--- src/rtl/cnn_layer_seq.sv ---
// CNN core scheduler: unpacks UART image bytes into the 1-bit input RAM, walks the
// layer chain with one-hot start/done handshakes, then ships the predicted label.
module cnn_layer_seq #(
  parameter int IMG_BYTES   = 98,
  parameter int NUM_LAYERS  = 5,
  parameter int ADDR_W      = 10,
  parameter int TIMEOUT_CYC = 65535
) (
  input  logic                  clk,
  input  logic                  rst,
  input  logic                  rx_rdy,
  input  logic [7:0]            rx_data,
  output logic                  in_we,
  output logic [ADDR_W-1:0]     in_waddr,
  output logic                  in_wdata,
  output logic [NUM_LAYERS-1:0] lyr_start,
  input  logic [NUM_LAYERS-1:0] lyr_done,
  input  logic [3:0]            pred,
  output logic                  trmt,
  output logic [7:0]            tx_data,
  input  logic                  tx_done,
  output logic                  busy,
  output logic                  err_ovr,
  output logic                  err_tmo
);

  localparam int LIDX_W = (NUM_LAYERS > 1) ? $clog2(NUM_LAYERS) : 1;
  localparam int WDOG_W = $clog2(TIMEOUT_CYC + 1);

  localparam logic [2:0] S_IDLE    = 3'd0;
  localparam logic [2:0] S_LOAD    = 3'd1;
  localparam logic [2:0] S_SER     = 3'd2;
  localparam logic [2:0] S_START   = 3'd3;
  localparam logic [2:0] S_WAIT    = 3'd4;
  localparam logic [2:0] S_SEND    = 3'd5;
  localparam logic [2:0] S_WAIT_TX = 3'd6;

  logic [2:0]        r_state;
  logic [7:0]        r_shreg;
  logic [6:0]        r_byte_cnt;
  logic [2:0]        r_bit_cnt;
  logic [LIDX_W-1:0] r_lyr_idx;
  logic [WDOG_W-1:0] r_wdog;
  logic [7:0]        r_tx_data;
  logic              r_err_ovr;
  logic              r_err_tmo;

  logic w_accept;
  logic w_ser;
  logic w_last_lyr;

  // Bytes are only taken while waiting for one; anything else is an overrun.
  assign w_accept   = (r_state == S_IDLE) || (r_state == S_LOAD);
  assign w_ser      = (r_state == S_SER);
  assign w_last_lyr = (r_lyr_idx == LIDX_W'(NUM_LAYERS - 1));

  assign in_we     = w_ser;
  assign in_waddr  = ADDR_W'({r_byte_cnt, r_bit_cnt});
  assign in_wdata  = w_ser & r_shreg[r_bit_cnt];
  assign lyr_start = (r_state == S_START) ? (NUM_LAYERS'(1) << r_lyr_idx) : '0;
  assign trmt      = (r_state == S_SEND);
  assign tx_data   = r_tx_data;
  assign busy      = (r_state != S_IDLE);
  assign err_ovr   = r_err_ovr;
  assign err_tmo   = r_err_tmo;

  always_ff @(posedge clk or posedge rst) begin
    if (rst) begin
      r_state    <= S_IDLE;
      r_shreg    <= '0;
      r_byte_cnt <= '0;
      r_bit_cnt  <= '0;
      r_lyr_idx  <= '0;
      r_wdog     <= '0;
      r_tx_data  <= '0;
      r_err_ovr  <= 1'b0;
      r_err_tmo  <= 1'b0;
    end else begin
      if (rx_rdy && !w_accept) r_err_ovr <= 1'b1;
      case (r_state)
        S_IDLE, S_LOAD: begin
          if (rx_rdy) begin
            r_shreg   <= rx_data;
            r_bit_cnt <= '0;
            r_state   <= S_SER;
          end
        end
        S_SER: begin
          r_bit_cnt <= r_bit_cnt + 3'd1;
          if (r_bit_cnt == 3'd7) begin
            if (r_byte_cnt == 7'(IMG_BYTES - 1)) begin
              r_byte_cnt <= 7'(IMG_BYTES);
              r_lyr_idx  <= '0;
              r_state    <= S_START;
            end else begin
              r_byte_cnt <= r_byte_cnt + 7'd1;
              r_state    <= S_LOAD;
            end
          end
        end
        S_START: begin
          r_wdog  <= '0;
          r_state <= S_WAIT;
        end
        S_WAIT: begin
          // Only the running layer's done counts; the watchdog yields to a same-cycle done.
          if (lyr_done[r_lyr_idx]) begin
            if (w_last_lyr) begin
              r_tx_data <= {4'h0, pred};
              r_state   <= S_SEND;
            end else begin
              r_lyr_idx <= r_lyr_idx + LIDX_W'(1);
              r_state   <= S_START;
            end
          end else if (r_wdog == WDOG_W'(TIMEOUT_CYC - 1)) begin
            r_err_tmo  <= 1'b1;
            r_byte_cnt <= '0;
            r_bit_cnt  <= '0;
            r_lyr_idx  <= '0;
            r_wdog     <= '0;
            r_state    <= S_IDLE;
          end else begin
            r_wdog <= r_wdog + WDOG_W'(1);
          end
        end
        S_SEND: r_state <= S_WAIT_TX;
        S_WAIT_TX: begin
          if (tx_done) begin
            r_byte_cnt <= '0;
            r_state    <= S_IDLE;
          end
        end
        default: r_state <= S_IDLE;
      endcase
    end
  end

endmodule

--- config.mk ---
export PLATFORM = sky130hd
export DESIGN_NAME = cnn_layer_seq
export DESIGN_NICKNAME = d
export VERILOG_FILES = /design/src/rtl/cnn_layer_seq.sv
export SDC_FILE = /design/constraint.sdc
export NUM_CORES = 1
export LEC_CHECK = 0
export CORE_MARGIN = 5
export CORE_UTILIZATION = 53
export CTS_CLUSTER_SIZE = 12
export DETAILED_ROUTE_END_ITERATION = 12
export PLACE_DENSITY = 0.78
export SYNTH_ARGS = -nofsm -noshare
export SYNTH_HDL_FRONTEND = slang
export SYNTH_SLANG_ARGS = --single-unit
--- constraint.sdc ---
create_clock -name clk -period 3 [get_ports clk]
set_input_delay 0.6 -clock clk [delete_from_list [all_inputs] [get_ports clk]]
set_output_delay 0.6 -clock clk [all_outputs]
set_load 0.01 [all_outputs]
# Yosys cells after proc, flatten, opt, wreduce, memory -nomap -nowiden
# Index checks and enable logic that the tools add are counted.
# op_classes
addsub	4
n_lt_le_gt_ge	2
n_eq_ne	18
n_shift	1
mux	30
n_bitwise	2
n_reduce_logical	18
# ops
cell	count
$mux W3	12
$mux W7	5
$mux W16	2
$pmux W16 S2	1
$pmux W7 S3	1
$pmux W3 S6	1
$add A16 B1 Y16 const B	1
$eq A16 B16 Y1 const B	1
$eq A3 B3 Y1 const B	5
$reduce_and A5 Y1	2
$pmux W3 S3	1
$reduce_bool A3 Y1	3
$lt A3 B4 Y1 const B	2
$ne A2 B2 Y1 const B	4
$reduce_and A4 Y1	2
$add A7 B1 Y7 const B	1
$eq A7 B7 Y1 const B	1
$add A3 B1 Y3 const B	2
$bmux W1 S3	2
$eq A3 B2 Y1 const B	2
$ne A3 B3 Y1 const B	2
$pmux W3 S2	1
$reduce_and A3 Y1	2
$mux W5	1
other kinds (14)	18
# totals
ff_bits	46
in_bits	21
elab_cells	84

# Logic depth before layout (Yosys ltp)
# depth
word_depth	4
mapped_depth	8
ltp_nobuf	7

# Least setup slack after synthesis
# OpenSTA, ideal clock, no wires.
# synth_timing
path_type	in2reg
start	in lyr_done[0]
end	reg r_byte_cnt[1]
arrival_time_ps	2076
required_time_ps	2872
setup_slack_ps	796
path_stages	5
path_cell_list	mux2_4 a21o_1 a2111o_1 a21oi_4 mux2_1
# synth_via
elab_chain_cells	4
# synth_rtl
element	line_no	rtl
from (decl)	17	input logic [NUM_LAYERS-1:0] lyr_done,
$bmux W1 S3	107	if (lyr_done[r_lyr_idx]) begin
$mux W1 (not written as such)	107	
$ne A2 B2 Y1 (no line)	n/a	
$reduce_and A5 Y1 (no line)	n/a	
to (signal assigned)	92	r_byte_cnt <= 7'(IMG_BYTES);
to (signal assigned)	96	r_byte_cnt <= r_byte_cnt + 7'd1;
to (decl)	40	logic [6:0] r_byte_cnt;
# No other way between the ends. The select of a mux whose other input is x is not followed.
# A chain may end at the register's enable or synchronous reset.

# Worst setup path after layout
# layout_timing
start	reg r_bit_cnt[0]
end	out in_wdata
# layout_via
elab_chain_cells	3
# layout_rtl
element	line_no	rtl
from (decl)	41	logic [2:0] r_bit_cnt;
from (signal assigned)	89	r_bit_cnt <= r_bit_cnt + 3'd1;
$bmux W1 S3	59	assign in_wdata = w_ser & r_shreg[r_bit_cnt];
$mux W1 (not written as such)	59	
$and A1 B1 Y1	59	
to (decl)	15	output logic in_wdata,
# No other way between the ends. The select of a mux whose other input is x is not followed.

==> flow_summary.json <==
{
  "grt_max_degree": 47,
  "vias": 2364,
  "required_ns": 2.40,
  "hold_violations": 0,
  "fin_setup_tns_ns": 0,
  "die_x_microns": 82.35,
  "r2r_setup_slack_ns": 0.69,
  "p_per_area_nw_per_um2": 780.5,
  "yosysTopAreaCell": "dfrtp_1",
  "ys.flop_type": "dfrtp_1",
  "ios": 50,
  "initial_core_util": 0.5431,
  "synth_cell_types": 57,
  "relSlewSlack": 0.6112,
  "crit_path_start_kind": "flop",
  "endpoint_kind": "primary output",
  "hold_depth": 1,
  "cts_setup_buffers": 0,
  "netlist.area_leader.share": 0.4150,
  "wl_per_cell_microns": 15.92,
  "finClkSkew_ns": 0.004317,
  "grt_overflow_total": 0,
  "synth_edf_count": 0,
  "core_area_sq_um": 5107,
  "fin_crit_sh": 0.9064,
  "period_minus_slack_ns": 2.719,
  "drc": 0,
  "whs_endpoint": "err_ovr",
  "clk_latency_ns": 0.30,
  "r2r-start": "r_lyr_idx[2]",
  "die_area_sq_um": 6781,
  "cts_resized": 0,
  "die_h_microns": 82.35,
  "yosys-top-cells-area": "dfrtp_1 (41%), mux2_2 (5.3%), ha_1 (5.0%)",
  "cts_tree": "built",
  "syn2layout_area_growth_pct": 23.00,
  "p_leak_nw": 1.416,
  "drive_above_1_share": 0.1295,
  "r2r_cells": 5,
  "cts_sinks": 46,
  "outcome": "completed",
  "row_count": 26,
  "final_util": 0.6681,
  "drv_slew": 0,
  "r2r_end": "r_byte_cnt[1]",
  "synthCells": 283,
  "drt-initial-drc-count": 194,
  "async_flop_share": 1.000,
  "vdd_ir_drop_max_v": 0.0005316,
  "drt-total-wl_mm": 6.398,
  "diodes": 0,
  "viasPerCell": 5.881,
  "worst_pin_slew_ns": 0.5831,
  "place_congestion": 0.8755,
  "ys_seq_elements": 46,
  "clk_pin_slew_ns": 0.09,
  "grtUsageTotal": 0.2066,
  "min_from": "err_ovr",
  "cts-root-buf": "clkbuf_8",
  "criticalPathCategory": "flop to primary output",
  "hpwl_mm": 4.580,
  "ys_warn_count": 0,
  "drtPass1Iterations": 4,
  "arrival_ns": 2.12,
  "grt_pass1_vias": 2278,
  "max_freq_mhz": 367.7,
  "ant_nets": 0,
  "finalSetupViolCount": 0,
  "grt_pass1_wl_mm": 10.74,
  "final_nets": 363,
  "antenna_found_initial": 0,
  "postCtsHoldBufs": 0,
  "portBuffers": 45,
  "cts_max_path_buffers": 2,
  "ys_seq_area_frac": 0.4150,
  "numCtsBuffers": 5,
  "min_path_type": "flop to flop",
  "rsz0062_at_grt": "false",
  "cp_max_fo": 8,
  "syn_area_per_cell_sq_um": 9.802,
  "htree_num_levels": 2,
  "timing.max_cap.violations": 0,
  "synth.cell_area_sq_um": 2774
}
flip-flops by register name, indices dropped and copies added (netlist names):
signal	flops
r_shreg	8
r_wdog	16
r_bit_cnt	3
tx_data	4
r_lyr_idx	3
r_state	3
r_byte_cnt	7
err_tmo	1
err_ovr	1
layer usage:
layer | up-vias | share of wire | routed length (microns) | track usage
li1 | 1153 | - | - | -
met1 | 1142 | 0.47 | 2990 | 0.2898
met4 | 0 | 0.0083 | 53 | 0.05648
met3 | 7 | 0.074 | 472 | 0.06725
met5 | - | 0 | 0 | 0
met2 | 62 | 0.45 | 2881 | 0.3061
worst max-delay path, cell delays in order (launching register included):
cell,delay (ns)
dfrtp_1,0.54
mux4_2,0.56
mux2i_1,0.18
nor2_1,0.06
clkdlybuf4s50_1,0.49
power breakdown:
part / switching (mW) / internal (mW)
Sequential: 0.177 / 0.787
Clock: 0.214 / 0.249
Combinational: 0.608 / 0.628
Total: 0.999 / 1.66
final cells by class:
| class | count | area (sq um) |
|---|---|---|
| Clock buffer | 6 | 72.57 |
| Clock inverter | 2 | 37.54 |
| Fill cell | 430 | 1695 |
| Inverter | 15 | 56.30 |
| Multi-Input combinational cell | 208 | 1481 |
| Sequential cell | 46 | 1151 |
| Tap cell | 70 | 87.58 |
| Timing Repair Buffer | 55 | 525.5 |
kinds of logic (layout without fill, tap and decap cells):
logic type / after synthesis / count (layout) / share of synthesized area
buffers and inverters: 32 / 78 / 0.05503
other: 1 / 4 / 0.001352
AND/OR/NAND/NOR: 106 / 106 / 0.2152
AO/OA/AOI/OAI: 66 / 66 / 0.1710
adder cells (fa/ha/maj): 11 / 11 / 0.04962
flip-flops: 46 / 46 / 0.4150
multiplexers: 21 / 21 / 0.09292
per-stage QoR:
step / cell area, sq um / hold WS, ns / power (mW) / std cells / worst slack, ns
final: 3412 / 0.4802 / 2.663 / 402 / 0.2807
after detailed placement: 3302 / 0.4547 / 2.211 / 394 / 0.2541
after CTS: 3412 / 0.4794 / 2.686 / 402 / 0.2388
after global routing: 3412 / 0.5130 / 2.872 / 402 / 0.1456
after floorplan: 2785 / 0.4739 / 1.745 / 286 / 0.7961
after global placement: 3302 / 0.4525 / 2.170 / 394 / 0.2897
cells in the mapped netlist, types with 3 or more instances:
master     n
a21oi_1   14
a31oi_1    3
and3_1     6
buf_4      4
clkbuf_1   9
dfrtp_1   46
ha_1      11
inv_1     15
mux2_2    13
mux2i_1    4
nand2_1   16
nand2b_1   6
nand3_1   16
nand4_1    9
nor2_1    14
nor3_1     8
nor3b_1    3
o211ai_1   4
o21ai_0   11
o31ai_1   11
or2_2      4
or3_1      5
or4_1      8
worst max-delay path by stage:
stage / startpoint / to / slack [ns]
floorplan: lyr_done[0] / r_byte_cnt[1] / 0.80
global placement: lyr_done[4] / r_byte_cnt[1] / 0.29
detailed placement: lyr_done[4] / r_byte_cnt[1] / 0.25
CTS: r_bit_cnt[0] / in_wdata / 0.24
global route: r_bit_cnt[0] / in_wdata / 0.15
finish: r_bit_cnt[0] / in_wdata / 0.28
layout by cell type (no fill, tap or decap), drive strengths merged, types with 10 or more instances in the layout:
cell type      Yosys  final
clkdlybuf4s50      0     45
nand2             16     16
buf                8     10
mux2              15     15
ha                11     11
o21ai             11     11
nor2              15     15
dfrtp             46     46
o31ai             11     11
nand3             16     16
a21oi             15     15
inv               15     14
Note: power is estimated with default switching activity, not from simulation.
==> RTL edit (same flow settings) <==
Set the localparam `S_WAIT_TX` to 3'd4 (it was 3'd6).
--- a/src/rtl/cnn_layer_seq.sv
+++ b/src/rtl/cnn_layer_seq.sv
@@ -33,7 +33,7 @@
   localparam logic [2:0] S_START   = 3'd3;
   localparam logic [2:0] S_WAIT    = 3'd4;
   localparam logic [2:0] S_SEND    = 3'd5;
-  localparam logic [2:0] S_WAIT_TX = 3'd6;
+  localparam logic [2:0] S_WAIT_TX = 3'd4;
 
   logic [2:0]        r_state;
   logic [7:0]        r_shreg;
Check against the original RTL: same outputs for any inputs over 10 cycles, from zero or initial values and one cycle with rst high; that may be too few to reach the edited logic, so the function may still have changed.
==> RTL edit against the unedited design <==
Wire length is 12% lower; sequential cell count did not move; cell area shrank 4.7%; non-clock buffer count fell by 2; worst setup slack improved by 0.16 ns; largest power group unchanged; largest cell class unchanged; critical endpoint unchanged; total power down 7.3%; synthesized area fell by 4.9%; combinational power down 15%.
==> RTL edit: results (changes against the unedited design) <==
.. list-table::
   :header-rows: 1

   * - Metric
     - Value
   * - Status
     - finished, final reports clean
   * - Worst EP arrival
     - 1.96 ns (-0.16 ns)
   * - Total placed cells including tap cells
     - 366 (-7.1%)
   * - Worst reg2reg setup slack
     - 0.88 ns (+0.19 ns)
   * - Total Routing Usage GR
     - 0.191 (-0.0152)
   * - Transition time at the pin with the least slew margin
     - 0.664 ns (+0.0811 ns)
   * - Detail-routed net length per standard cell
     - 15.0 µm (-5.8%)
   * - Post-Synthesis Mean Instance Area
     - 10.3 µm² (+5.1%)
   * - Total Wirelength
     - 5610 µm (-12%)
   * - Detail-routed via count per cell
     - 5.70 (-3.0%)
   * - Pin count of the biggest net entering global routing
     - 28 (-40%)
   * - Number of DRC markers after the initial detailed-route iteration
     - 90 (-54%)
   * - Final net count
     - 338 (-6.9%)
   * - Static Leak
     - 1.37 nW (-3.1%)
   * - Endpoint of the worst register-to-register path
     - r_wdog[14]
   * - Delay of the slowest cell on the worst path
     - 0.53 ns (-0.03 ns)
   * - Largest cells by area after synthesis
     - dfrtp_1, mux2_2, o21ai_0, ha_1, nand2_1
   * - Wire length of the first global-routing pass
     - 9870 µm (-8.2%)
   * - Setup skew after layout
     - 0.00362 ns (-0.000699 ns)
   * - HPWL Detailed
     - 4150 µm (-9.3%)
   * - Sequential element share of the synthesized area
     - 0.436 (+0.0215)
   * - Filler cell count
     - 406 (-5.6%)
   * - Worst slack, placed
     - 0.429 ns (+0.175 ns)
   * - Post-synth top cells
     - dfrtp_1, o21ai_0, nand2_1
   * - Crit Path Max Fanout
     - 5 (-3)
   * - Count of buffers from port buffering
     - 44 (-2.2%)
   * - Maximum vdd ir drop
     - 0.630 mV (+18%)
## RTL edit: changes by cell type after synthesis, sizes merged, moves of 4 or more
cell and change:
o211ai -4, nand3 -7, a21oi -5, inv -7, or4 -6, o21ai +19
nand2b -5, o31ai -4
## RTL edit: logic make-up after synthesis
logic type	Yosys count	share of synthesized area
compound gates	66	0.166
fa+ha+maj	11	0.0522
flops	46	0.436
mux	22	0.103
buf+inv	21	0.0417
xor+xnor	1	0.00332
other cells	1	0.00142
simple gates	88	0.195
## RTL edit: worst max-delay path: cells and delay by family (launching register included)
kind	cells	cell delay, ns
buf+inv	1	0.47
flops	1	0.47
mux	2	0.67
simple gates	1	0.06
## RTL edit: area by class of cell
class                      count  area [µm²]  area share
clock buffer                   7        86.3      0.0265
multi-input combinational    192        1390       0.427
sequential                    46        1150       0.354
inverter                       8        30.0     0.00923
tap                           67        83.8      0.0258
timing repair buffer          53         508       0.156
clock inverter                 1        5.00     0.00154
## RTL edit: routing by layer
layer	GRT usage	up-vias	wire length (µm)
met4	0.0405	0	56
met3	0.0493	5	363
li1	-	1048	-
met5	0	-	0
met1	0.266	1020	2610
met2	0.302	60	2580
## RTL edit: worst max path at each step
stage,from,end,slack (ns),cells after the start
2_1_floorplan,lyr_done[1],r_wdog[15],1.01,5
3_3_place_gp,lyr_done[1],r_byte_cnt[3],0.48,7
3_5_place_dp,lyr_done[1],r_wdog[15],0.43,6
4_1_cts,r_bit_cnt[0],in_wdata,0.39,4
5_1_grt,r_bit_cnt[0],in_wdata,0.30,4
6_report,r_bit_cnt[0],in_wdata,0.44,4
## RTL edit: power by group
part | switching (mW) | internal [mW] | total [mW]
Sequential | 0.232 | 0.807 | 1.04
Combinational | 0.458 | 0.588 | 1.05
Clock | 0.199 | 0.186 | 0.386
Total | 0.889 | 1.58 | 2.47
